[src/rtl/arm_control_unit.sv]
// arm_control_unit: single-cycle ARM subset decoder with a RUN/MEM_WAIT stall FSM for slow data memory
module arm_control_unit (
  input  logic         Clk,
  input  logic         Reset,
  input  logic [31:12] Instr,
  input  logic [3:0]   ALUFlags,
  input  logic         MemReady,
  output logic [1:0]   RegSrc,
  output logic [1:0]   ImmSrc,
  output logic [1:0]   ALUControl,
  output logic         ALUSrc,
  output logic         MemToReg,
  output logic         RegWrite,
  output logic         PCSrc,
  output logic         MemWrite,
  output logic         MemRead,
  output logic         PCWrite,
  output logic [3:0]   Flags
);
  typedef enum logic {RUN, MEM_WAIT} state_t;
  state_t state;
  logic [3:0] cond, cmd, rd;
  logic [1:0] op;
  logic [5:0] funct;
  logic n, z, c, v, base, cond_ex;
  logic dp, mem, br, ldr, str, arith, logical, cmp, dp_write, dp_flags;
  logic en, busy, done, upd;
  logic unused_rn;
  assign cond = Instr[31:28];
  assign op = Instr[27:26];
  assign funct = Instr[25:20];
  assign cmd = funct[4:1];
  assign rd = Instr[15:12];
  assign unused_rn = ^Instr[19:16];
  assign {n, z, c, v} = Flags;
  // odd condition codes are the complement of the even code below them; 1110 is AL, 1111 never
  always_comb begin
    base = 1'b1;
    case (cond[3:1])
      3'd0: base = z;
      3'd1: base = c;
      3'd2: base = n;
      3'd3: base = v;
      3'd4: base = c & ~z;
      3'd5: base = n == v;
      3'd6: base = ~z & (n == v);
      default: base = 1'b1;
    endcase
    cond_ex = (cond == 4'hF) ? 1'b0 : base ^ cond[0];
  end
  assign dp = op == 2'b00;
  assign mem = op == 2'b01;
  assign br = op == 2'b10;
  assign ldr = mem & funct[0];
  assign str = mem & ~funct[0];
  assign cmp = cmd == 4'b1010;
  assign arith = cmd == 4'b0100 || cmd == 4'b0010 || cmp;
  assign logical = cmd == 4'b0000 || cmd == 4'b1100;
  assign dp_write = dp & (arith | logical) & ~cmp;
  assign dp_flags = dp & (cmp | ((arith | logical) & funct[0]));
  assign en = cond_ex & ~Reset;
  // the PC is held while a passed memory access is outstanding, in either state
  assign busy = en & (mem | state == MEM_WAIT);
  assign done = ~busy | MemReady;
  assign upd = en & dp_flags & done;
  assign RegSrc = str ? 2'b10 : br ? 2'b01 : 2'b00;
  assign ImmSrc = mem ? 2'b01 : br ? 2'b10 : 2'b00;
  assign ALUSrc = dp ? funct[5] : 1'b1;
  assign ALUControl = mem ? (funct[3] ? 2'b00 : 2'b01) :
                      ~dp ? 2'b00 :
                      cmd == 4'b0100 ? 2'b00 :
                      cmd == 4'b0000 ? 2'b10 :
                      cmd == 4'b1100 ? 2'b11 : 2'b01;
  assign MemToReg = ldr;
  assign RegWrite = en & (dp_write | ldr) & done;
  assign MemWrite = en & str;
  assign MemRead = en & ldr;
  assign PCSrc = en & done & (br | (rd == 4'hF & (dp_write | ldr)));
  assign PCWrite = Reset | done;
  always_ff @(posedge Clk) begin
    if (Reset) begin
      state <= RUN;
      Flags <= 4'b0000;
    end else begin
      state <= (busy & ~MemReady) ? MEM_WAIT : RUN;
      if (upd) begin
        Flags[3:2] <= ALUFlags[3:2];
        if (arith) Flags[1:0] <= ALUFlags[1:0];
      end
    end
  end
endmodule

[config.mk]
export PLATFORM = sky130hd
export DESIGN_NAME = arm_control_unit
export DESIGN_NICKNAME = d
export VERILOG_FILES = /design/src/rtl/arm_control_unit.sv
export SDC_FILE = /design/constraint.sdc
export NUM_CORES = 1
export LEC_CHECK = 0
export CAP_MARGIN = 20
export CORE_MARGIN = 5
export CORE_UTILIZATION = 37
export CTS_BUF_LIST = sky130_fd_sc_hd__clkbuf_8
export DETAILED_ROUTE_END_ITERATION = 10
export PLACE_DENSITY = 0.95
export SETUP_SLACK_MARGIN = 0.02
export SYNTH_ARGS = -nofsm -noshare
export SYNTH_HDL_FRONTEND = slang
export SYNTH_SLANG_ARGS = --single-unit
export TNS_END_PERCENT = 5
[constraint.sdc]
create_clock -name Clk -period 3.6 [get_ports Clk]
set_input_delay 0.54 -clock Clk [delete_from_list [all_inputs] [get_ports Clk]]
set_output_delay 0.54 -clock Clk [all_outputs]
set_load 0.02 [all_outputs]
==> impl_metrics.json <==
{
  "cpLargestDelayFamily": "buffers and inverters",
  "synth_cells": 77,
  "clkTransAtPathRegs_ns": 0.03,
  "finalCriticalPeriod_ns": 3.45,
  "crit_required_ns": 3.06,
  "setup_tns_ns": 0,
  "maxCapViolations": 0,
  "synth_fa_ha_area_frac": 0,
  "synth_top_family_by_area": "simple AND/OR/NAND/NOR gates",
  "setup_ws_ns": 0.149,
  "max_clock_freq_ghz": 0.290,
  "wire_per_inst_um": 13.4,
  "criticalPathCategory": "in -> out",
  "tightest_slew_ns": 0.445,
  "critPathSlowestCell": "clkdlybuf4s50_1",
  "vias": 717,
  "grt_pass1_wl_mm": 2.97,
  "synth-simple-area-share": 0.331,
  "ant_nets": 0,
  "fin_crit_sh": 0.959,
  "yosys-top-cells-area": "dfxtp_1 (17%), mux2i_1 (8.5%), nand2_1 (5.7%)",
  "setup.worst_path.end_class": "primary output",
  "rows": 14,
  "fillCellCount": 140,
  "post-route-drc-count": 0,
  "die_area_um2": 2500,
  "outcome": "complete, no violations",
  "nNetsFinal": 146,
  "hold_buffers": 0,
  "synth-seq-area-share": 0.169,
  "yosysTopAreaCell": "dfxtp_1",
  "coreArea_um2": 1510,
  "final_common_cell": "clkdlybuf4s50_1",
  "cts_tree": "done",
  "setup_viol": 0,
  "die_x_um": 50.0,
  "grt_pass1_vias": 723,
  "num_antenna_cells": 0,
  "use_met3": 0.0181,
  "busiest_layer": "met2",
  "dr.pass1.iters": 4,
  "crit_path_start_kind": "input pin",
  "layout-drive-gt1-share": 0.119,
  "slew_headroom": 0.700,
  "ys_types": 35,
  "crit_buf_inv": 2,
  "path_cells": "clkdlybuf4s50_1 -> nor2b_1 -> o21ai_0 -> a21oi_2 -> a221oi_4 -> xnor2_1 -> and3_1 -> clkdlybuf4s50_1",
  "grt_max_degree": 13,
  "p_leak_nw": 0.401,
  "synth_xor_area_frac": 0.0297,
  "pre_cts_ws_ns": 0.0947,
  "syn-num-nets": 104,
  "yosys.area.top_type_share": 0.169,
  "cts.path.max_buffers": 2,
  "synth.avg_cell_area_um2": 7.67,
  "htreeDepth": 1,
  "synth_compound_area_frac": 0.258,
  "rsz0062_at_grt": "no",
  "gp_congestion": 0.746,
  "num_io_pins": 44,
  "dp_hpwl_mm": 1.48,
  "worst_path_most_repeated_cell": "clkdlybuf4s50_1",
  "port_buffers": 39,
  "crit_fanout": 7,
  "cts-root-buf": "clkbuf_8",
  "area_growth_pct": 75.6,
  "hp-class": "reg -> reg",
  "ys_seq_elements": 5,
  "drt_wl_total_mm": 1.79,
  "initial_core_util": 0.392,
  "drv_slew": 0,
  "cpPeakStageDelay_ns": 0.60,
  "final_util": 0.689,
  "worst_ep_arrival_time_ns": 2.91,
  "cts_buffers": 3,
  "vdd_drop_max_mv": 0.119,
  "synth_ff_type": "dfxtp_1",
  "synth_async_sr_flop_share": 0,
  "hold_viol": 0,
  "die_h_um": 50.0,
  "most-common-layout-cells": "clkdlybuf4s50_1 (38), nand2_1 (9), inv_1 (7)",
  "synth_area_um2": 591,
  "fin_skew_ns": 0.000308,
  "vias_per_cell": 5.35,
  "overflow": 0,
  "cts.sinks": 5,
  "synth_edf_count": 0,
  "synth.area.mux_share": 0.129,
  "met1_usage": 0.144,
  "power_per_cell_area_nw_per_um2": 239,
  "grt.total_usage": 0.149,
  "first_iter_violations": 12,
  "yosys_warnings": 0,
  "grt_use_met2": 0.278,
  "grt_antenna_before_repair": 0,
  "insertion_delay_ns": 0.22
}
## through the flow
stage / power, mW / hold slack, ns / cells / cell area (um2)
after global placement: 0.143 / 0.468 / 130 / 990
after detailed placement: 0.146 / 0.486 / 130 / 990
final: 0.248 / 0.486 / 134 / 1040
after floorplan: 0.0974 / 0.542 / 77 / 591
after global routing: 0.260 / 0.507 / 134 / 1040
after CTS: 0.250 / 0.490 / 134 / 1030
## routing by layer
layer,wire (um),up-vias,share of wire
met2,919,29,0.51
met1,704,316,0.39
met3,120,5,0.067
met4,48,0,0.027
li1,-,367,-
met5,0,-,0
## layout make-up
cell class	instances	area, um2	area share
Multi-Input combinational cell	62	442	0.426
Timing Repair Buffer	41	408	0.393
Sequential cell	5	100	0.0965
Clock buffer	3	41.3	0.0398
Inverter	6	22.5	0.0217
Tap cell	16	20.0	0.0193
Clock inverter	1	3.75	0.00362
## logic make-up after synthesis
family	after synthesis
and+or+nand+nor	36
muxes	7
xor gates and xnor gates	2
DFF	5
buffers and inverters	10
AOI/OAI and AO/OA	17
## cells in the mapped netlist, drive strengths merged, types with 2 or more instances
master	number
inv	6
dfxtp	5
mux2	2
nor2	3
a22o	2
nor3	3
mux2i	5
nor2b	4
nor3b	2
nor4	3
buf	3
o21ai	2
nand2	9
and3	3
nand3	2
a21oi	6
or3	2
## worst register-to-register path, delay by kind of cell (launching register included)
family / cells / cell delay (ns)
DFF: 1 / 0.37
AOI/OAI and AO/OA: 3 / 0.70
muxes: 2 / 0.61
buffers and inverters: 1 / 0.09
## timing repair
action / 4_1_cts / 5_1_grt
buffers inserted: 0 / 0
gates resized for setup: 0 / 1
endpoints found under the setup margin: 0 / 1
## registers in the layout, indices dropped and copies added, names as in the netlist
register and flops:
state 1, Flags 4
## where the power goes
part           internal, mW  total, mW  switching, mW
Combinational        0.0483     0.0876         0.0393
Sequential           0.0566     0.0573       0.000722
Clock                0.0732      0.103         0.0297
Total                 0.178      0.248         0.0696
## path summary, 6_finish.rpt
kind | startpoint | end | slack (ns) | cells past startpoint
setup / recovery | Instr[29] | MemRead | 0.15 | 8
hold / removal | Flags[1]$_SDFFE_PP0P_ | Flags[1]$_SDFFE_PP0P_ | 0.49 | 2
setup reg to reg | Flags[2]$_SDFFE_PP0P_ | Flags[0]$_SDFFE_PP0P_ | 1.76 | 6
hold reg to reg | Flags[1]$_SDFFE_PP0P_ | Flags[1]$_SDFFE_PP0P_ | 0.49 | 2
No activity file was read; power rests on OpenSTA's default activity.
